File: config.mk
export PLATFORM = sky130hd
export DESIGN_NAME = id_ex_stage_reg
export DESIGN_NICKNAME = d
export VERILOG_FILES = /design/src/rtl/id_ex_stage_reg.sv
export SDC_FILE = /design/constraint.sdc
export NUM_CORES = 1
export LEC_CHECK = 0
export CAP_MARGIN = 10
export CORE_AREA = 2 2 130 132
export CTS_BUF_LIST = sky130_fd_sc_hd__clkbuf_16
export DETAILED_ROUTE_END_ITERATION = 12
export DIE_AREA = 0 0 132 134
export HOLD_SLACK_MARGIN = 0.08
export PLACE_DENSITY = 0.86
export SLEW_MARGIN = 20
export SYNTH_ARGS = -nofsm -noshare
export SYNTH_HDL_FRONTEND = slang
export SYNTH_SLANG_ARGS = --single-unit
File: constraint.sdc
create_clock -name clk -period 2.9 [get_ports clk]
set_clock_uncertainty 0.2 [all_clocks]
set_input_delay 0.58 -clock clk [delete_from_list [all_inputs] [get_ports clk]]
set_output_delay 0.58 -clock clk [all_outputs]
set_load 0.01 [all_outputs]
File: src/rtl/id_ex_stage_reg.sv
// ID/EX pipeline register with freeze (hold), flush and bubble insertion, plus a
// saturating count of cycles in which EX held a bubble.
module id_ex_stage_reg #(
    parameter int BUBBLE_CNT_W = 16
) (
    input  logic                    clk,
    input  logic                    rst,
    input  logic                    freeze,
    input  logic                    flush,
    input  logic                    idValid,
    input  logic [31:0]             pcIn,
    input  logic [31:0]             reg1ValIn,
    input  logic [31:0]             reg2ValIn,
    input  logic                    immediateIn,
    input  logic [11:0]             shiftOperandIn,
    input  logic [23:0]             signedImm24In,
    input  logic [3:0]              aluCmdIn,
    input  logic                    memReadIn,
    input  logic                    memWriteIn,
    input  logic                    wbEnableIn,
    input  logic                    branchIn,
    input  logic                    statusUpdateIn,
    input  logic [3:0]              destIn,
    input  logic [3:0]              src1In,
    input  logic [3:0]              src2In,
    input  logic [3:0]              statusIn,
    output logic [31:0]             pcOut,
    output logic [31:0]             reg1ValOut,
    output logic [31:0]             reg2ValOut,
    output logic                    immediateOut,
    output logic [11:0]             shiftOperandOut,
    output logic [23:0]             signedImm24Out,
    output logic [3:0]              aluCmdOut,
    output logic                    memReadOut,
    output logic                    memWriteOut,
    output logic                    wbEnableOut,
    output logic                    branchOut,
    output logic                    statusUpdateOut,
    output logic [3:0]              destOut,
    output logic [3:0]              src1Out,
    output logic [3:0]              src2Out,
    output logic [3:0]              statusOut,
    output logic                    memEnableOut,
    output logic                    validOut,
    output logic [BUBBLE_CNT_W-1:0] bubbleCount
);

    typedef struct packed {
        logic [31:0] pc;
        logic [31:0] reg1_val;
        logic [31:0] reg2_val;
        logic        immediate;
        logic [11:0] shift_operand;
        logic [23:0] signed_imm24;
        logic [3:0]  alu_cmd;
        logic        mem_read;
        logic        mem_write;
        logic        wb_enable;
        logic        branch;
        logic        status_update;
        logic [3:0]  dest;
        logic [3:0]  src1;
        logic [3:0]  src2;
        logic [3:0]  status;
        logic        mem_enable;
        logic        valid;
    } stage_t;

    stage_t                  stage_q, stage_d;
    logic [BUBBLE_CNT_W-1:0] bubble_q, bubble_d;
    logic                    load_bubble;

    // Flush outranks freeze; an absent decode instruction only bubbles when not frozen.
    assign load_bubble = flush || (!freeze && !idValid);

    always_comb begin
        // NOTE: defaults first so every path assigns stage_d/bubble_d and no latch is inferred.
        stage_d  = stage_q;
        bubble_d = bubble_q;
        if (load_bubble) begin
            stage_d = '0;
            if (bubble_q != '1)
                bubble_d = bubble_q + 1'b1;
        end else if (!freeze) begin
            stage_d.pc            = pcIn;
            stage_d.reg1_val      = reg1ValIn;
            stage_d.reg2_val      = reg2ValIn;
            stage_d.immediate     = immediateIn;
            stage_d.shift_operand = shiftOperandIn;
            stage_d.signed_imm24  = signedImm24In;
            stage_d.alu_cmd       = aluCmdIn;
            stage_d.mem_read      = memReadIn;
            stage_d.mem_write     = memWriteIn;
            stage_d.wb_enable     = wbEnableIn;
            stage_d.branch        = branchIn;
            stage_d.status_update = statusUpdateIn;
            stage_d.dest          = destIn;
            stage_d.src1          = src1In;
            stage_d.src2          = src2In;
            stage_d.status        = statusIn;
            stage_d.mem_enable    = memReadIn | memWriteIn;
            stage_d.valid         = 1'b1;
        end
    end

    always_ff @(posedge clk or negedge rst) begin
        // NOTE: non-blocking assignments so every register samples pre-edge values.
        if (!rst) begin
            stage_q  <= '0;
            bubble_q <= '0;
        end else begin
            stage_q  <= stage_d;
            bubble_q <= bubble_d;
        end
    end

    assign pcOut           = stage_q.pc;
    assign reg1ValOut      = stage_q.reg1_val;
    assign reg2ValOut      = stage_q.reg2_val;
    assign immediateOut    = stage_q.immediate;
    assign shiftOperandOut = stage_q.shift_operand;
    assign signedImm24Out  = stage_q.signed_imm24;
    assign aluCmdOut       = stage_q.alu_cmd;
    assign memReadOut      = stage_q.mem_read;
    assign memWriteOut     = stage_q.mem_write;
    assign wbEnableOut     = stage_q.wb_enable;
    assign branchOut       = stage_q.branch;
    assign statusUpdateOut = stage_q.status_update;
    assign destOut         = stage_q.dest;
    assign src1Out         = stage_q.src1;
    assign src2Out         = stage_q.src2;
    assign statusOut       = stage_q.status;
    assign memEnableOut    = stage_q.mem_enable;
    assign validOut        = stage_q.valid;
    assign bubbleCount     = bubble_q;

endmodule

; ---- Word-level counts from Yosys, hierarchy flattened
; Cells that the tools add are included.
; W data, S select, Z words.
[op_classes]
addsub = 1
multipliers = 0
n_div = 0
order_cmp = 0
n_eq_ne = 2
shift = 0
n_mux = 2
bitwise_logic = 1
n_reduce_logical = 5
[op_table]
columns = op, n
row1 = $mux W160, 2
row2 = $add A16 B1 Y16 const B, 1
row3 = $ne A16 B16 Y1 const B, 1
row4 = $logic_not A1 Y1, 2
row5 = $ne A2 B1 Y1 const B, 1
row6 = $reduce_and A2 Y1, 1
row7 = $logic_and A1 B1 Y1, 1
row8 = $logic_or A1 B1 Y1, 1
row9 = $or A1 B1 Y1, 1
[totals]
register_bits = 176
latchBits = 0
mem_bits_rw = 0
rom_bits = 0
memories = 0

; ---- Logic depth before layout (Yosys ltp)
[logic_depth]
word_depth = 4
depth_mapped = 6
ltp_nobuf = 5

; ---- Worst setup path before layout
; Ideal clock, no wire load.
[synth_timing]
path_type = input to register
start = in freeze
end = reg stage_q (netlist bit reg1ValOut[10])
setup_time_ps = 132
arrival_ps = 1624
setup_slack_ps = 945
stages = 6
path_buffers = 4
path_cell_list = clkbuf_1 > o21bai_1 > buf_2 > clkbuf_1 > clkbuf_1 > nor2_1
[synth_between]
elab_chain_len = 4
elab_cells_between_ends = 5
cone_classes = eq/ne (1) / mux (1) / reduce/logical (3)
[synth_lines]
columns = element, line
row1 = from (decl), 8  ; input logic freeze,
row2 = $logic_not A1 Y1, -
row3 = $logic_and A1 B1 Y1, 74  ; assign load_bubble = flush || (!freeze && !idValid);
row4 = $logic_or A1 B1 Y1, 74
row5 = $ne A2 B1 Y1 (no source line) / $mux W160 (equally long branches), -
row6 = to (signal assigned), 112  ; stage_q <= stage_d;
row7 = to (decl), 69  ; stage_t stage_q, stage_d;
; Parallel ways exist; a longest one is shown, timed or not.
; A chain may end at the register's enable or synchronous reset.

; ---- Worst setup path after layout
[layout_timing]
start = reg bubble_q[6] (netlist: bubbleCount[6])
end = out bubbleCount[6]
[layout_lines]
columns = element, line
row1 = from (decl), 70  ; logic [BUBBLE_CNT_W-1:0] bubble_q, bubble_d;
row2 = from (signal assigned), 113  ; bubble_q <= bubble_d;
row3 = to (decl), 45  ; output logic [BUBBLE_CNT_W-1:0] bubbleCount
; No word-level cell between the ends.

==> run_results.csv <==
group,metric,value,unit
finish,drive_gt1_frac,0.05526,
critical_path,crit_fanout,7,
critical_path,critPathRequiredTime,2120,ps
critical_path,endpoint_kind,"primary output",
critical_path,regToRegSetupSlack,840,ps
synthesis,synthSimpleGateAreaFrac,0.1229,
power_and_ir_drop,intPower,4.494,mW
min_path,hp-start,"aluCmdOut[0]$_DFFE_PN0P_",
routing,ant_nets,0,
global_route,grt_overflow_total,0,
routing,drt_iter0_drc,331,
critical_path,path_delay_family,"buffers and inverters",
sta,slew_violations,0,
synthesis,synth_compound_area_frac,0.002427,
die,core_area,0.01629,mm²
die,die_h,134,µm
routing,drc,0,
finish,nets,1092,
synthesis,netlist_instances,595,
routing,drtPass1Iterations,4,
sta,slew-limit-headroom,0.5156,
critical_path,arrival,1520,ps
cts,cts_root_buf,"clkbuf_16",
cts,cts_tree,"yes",
global_route,grt_max_degree,109,
sta,fin_hold_ws,321.5,ps
global_route,grt_pass1_wl,33150,µm
placed_design,portBuffers,338,
min_path,whs_endpoint,"aluCmdOut[0]$_DFFE_PN0P_",
outcome,status,"finished clean",
synthesis,syn_area,0.007217,mm²
power_and_ir_drop,peakVddDrop,0.0005408,V
finish,instances_no_fill,1161,
power_and_ir_drop,pwr-share-comb,0.186,
power_and_ir_drop,leakagePower,5.373,nW
routing,num_vias,5733,
placed_design,dp_cells,1128,
placed_design,dpl_cell_area,0.01086,mm²
min_path,hold_depth,2,
synthesis,synth_edf_count,0,
critical_path,worst-path-buf-inv,1,
sta,setup_violations,0,
power_and_ir_drop,switchingPower,1.692,mW
min_path,hp-class,"flop to flop",
sta,rsz0062_at_grt,"false",
routing,viasPerCell,4.938,
sta,post-route-min-period,2305,ps
placed_design,hpwl,15340,µm
cts,htreeDepth,4,
global_route,grt_pass1_vias,5989,
synthesis,seq_area_frac_synth,0.6103,
routing,wl,21130,µm
synthesis,ys.flop_type,"dfrtp_1",
global_route,grtUsageTotal,0.2408,
critical_path,worst_path_largest_cell_delay,610,ps
power_and_ir_drop,totalPowerFinal,6.186,mW
routing,avgRoutedWirePerCell,18.20,µm
critical_path,critPathLaunchType,"flop",
sta,setup_slack,595.0,ps
die,initial_core_util,0.4430,
finish,synthToLayoutAreaGrowth,58.56,%
synthesis,ys_async_sr_fraction,1.000,
critical_path,r2r_cells,5,
finish,design_area,0.01144,mm²
critical_path,crit_type,"flop to primary output",
sta,tns,0,ps
cts,cts.repair.resized,0,
die,io_pins,339,
flow_run,cap_viol_max_count,0,
critical_path,reg2reg_from,"bubbleCount[0]$_DFFE_PN0P_",
cts,clock-sinks,176,
finish,final_core_utilization,0.7025,
placed_design,post-place-ws,588.6,ps
synthesis,ys_warn_count,0,
synthesis,synth_top_family_by_area,"multiplexers",
critical_path,r2r-end,"bubbleCount[1]$_DFFE_PN0P_",
synthesis,synthXorXnorAreaFrac,0.01820,
global_route,antenna_found_initial,0,
critical_path,crit_chain,"clkdlybuf4s50_1",
cts,cts_made_buffers,17,
sta,worst_pin_slew,726.7,ps
power_and_ir_drop,power.share.sequential,0.451,
synthesis,syn_nets,759,
placed_design,place.gp.congestion,0.8380,
critical_path,cpMaxStageDelayCell,"clkdlybuf4s50_1",
power_and_ir_drop,p_per_area,540.5,mW/mm²
synthesis,ys_seq_elements,176,
cts,clkTransAtPathRegs,70,ps
die,die_x,132,µm
finish,n_antenna_cell,0,
die,dieArea,0.01769,mm²
synthesis,synth_cell_types,27,
sta,hold_viol_final,0,
sta,max_freq,0.4338,GHz
synthesis,synth_fa_ha_area_frac,0.001734,
power_and_ir_drop,p_sw_frac,0.2735,
synthesis,synthMuxAreaShare,0.2212,
synthesis,synth_area_per_cell,12.13,µm²
cts,cts_setup_buffers,0,
cts,clock_path_buffers,2,
die,rows,47,
sta,finalCritPeriodShare,0.7948,
power_and_ir_drop,power.clock.fraction,0.362,
cts,clkLatencyLatePin,420,ps
==> worst max-delay path by stage <==
stage / startpoint / endpoint / slack [ps] / cells past startpoint
6_report: bubbleCount[6]$_DFFE_PN0P_ / bubbleCount[6] / 600 / 1
4_1_cts: bubbleCount[6]$_DFFE_PN0P_ / bubbleCount[6] / 590 / 1
2_1_floorplan: freeze / reg1ValOut[10]$_DFFE_PN0P_ / 940 / 6
3_5_place_dp: idValid / bubbleCount[7]$_DFFE_PN0P_ / 590 / 5
3_3_place_gp: idValid / bubbleCount[9]$_DFFE_PN0P_ / 630 / 5
5_1_grt: bubbleCount[6]$_DFFE_PN0P_ / bubbleCount[6] / 540 / 1
==> cell families (layout without fill, tap and decap cells) <==
logic type,count (synthesis),after routing
buffers and inverters,37,383
flip-flops,176,176
multiplexers,159,159
AND/OR/NAND/NOR,204,204
XOR/XNOR,15,15
adder cells (fa/ha/maj),1,1
AO/OA/AOI/OAI,3,3
==> synth_stat cells (2+ instances only) <==
cell type / number / area [µm²]
nor2_1: 166 / 623.1
buf_1: 5 / 18.77
dfrtp_1: 176 / 4404
or3_1: 2 / 12.51
nand2_1: 7 / 26.28
clkbuf_1: 8 / 30.03
a21oi_1: 2 / 10.01
nand3_1: 4 / 20.02
nand4_4: 2 / 42.54
nand4_1: 4 / 25.02
xor2_1: 14 / 122.6
buf_2: 23 / 115.1
mux2i_1: 158 / 1582
nor3_1: 8 / 40.04
nor4_1: 4 / 25.02
==> power groups by stage <==
stage          Combinational, mW  Clock [mW]  Sequential, mW
2_1_floorplan              0.377           0            2.88
3_3_place_gp                1.13           0            2.83
3_5_place_dp                1.15           0            2.83
4_1_cts                     1.16        2.29            2.79
5_1_grt                     1.24        2.38            2.82
6_report                    1.15        2.24            2.79
==> layout by cell type (no fill, tap or decap), types with 2 or more instances in the layout <==
cell type          n
clkdlybuf4s50_1  336
nand2_1            7
xor2_1            14
a21oi_1            2
nor2_1           166
mux2i_1          158
buf_4              7
nor3_1             8
nand4_4            2
or3_1              2
clkbuf_16         17
nand3_1            4
dfrtp_1          176
inv_6              7
nor4_1             4
buf_12             4
nand4_1            4
clkinvlp_4         4
inv_8              2
==> flip-flops by register name, indices dropped and copies added (netlist names), 4 cells and up <==
register,count
reg2ValOut,32
bubbleCount,16
reg1ValOut,32
src1Out,4
pcOut,32
aluCmdOut,4
shiftOperandOut,12
src2Out,4
statusOut,4
destOut,4
signedImm24Out,24
==> per-layer routing <==
metal | GRT usage | vias up | routed length, µm
met5 | 0 | - | 0
met4 | 0.09300 | 0 | 597
met3 | 0.05593 | 42 | 1055
met2 | 0.4201 | 184 | 10990
met1 | 0.2913 | 2845 | 8480
li1 | - | 2662 | -
==> final cells by class <==
type / instances / area, µm²
multi-input combinational: 382 / 2656
tap: 220 / 275.3
inverter: 1 / 3.754
sequential: 176 / 4404
clock inverter: 15 / 147.6
timing repair buffer: 350 / 3531
fill: 1185 / 4846
clock buffer: 17 / 425.4
==> timing repair <==
item | CTS | global route
hold buffers | 1 | 0
hold endpoints to repair | 48 | 0
setup endpoints to repair | 0 | 0
(Power assumes the default switching activity.)
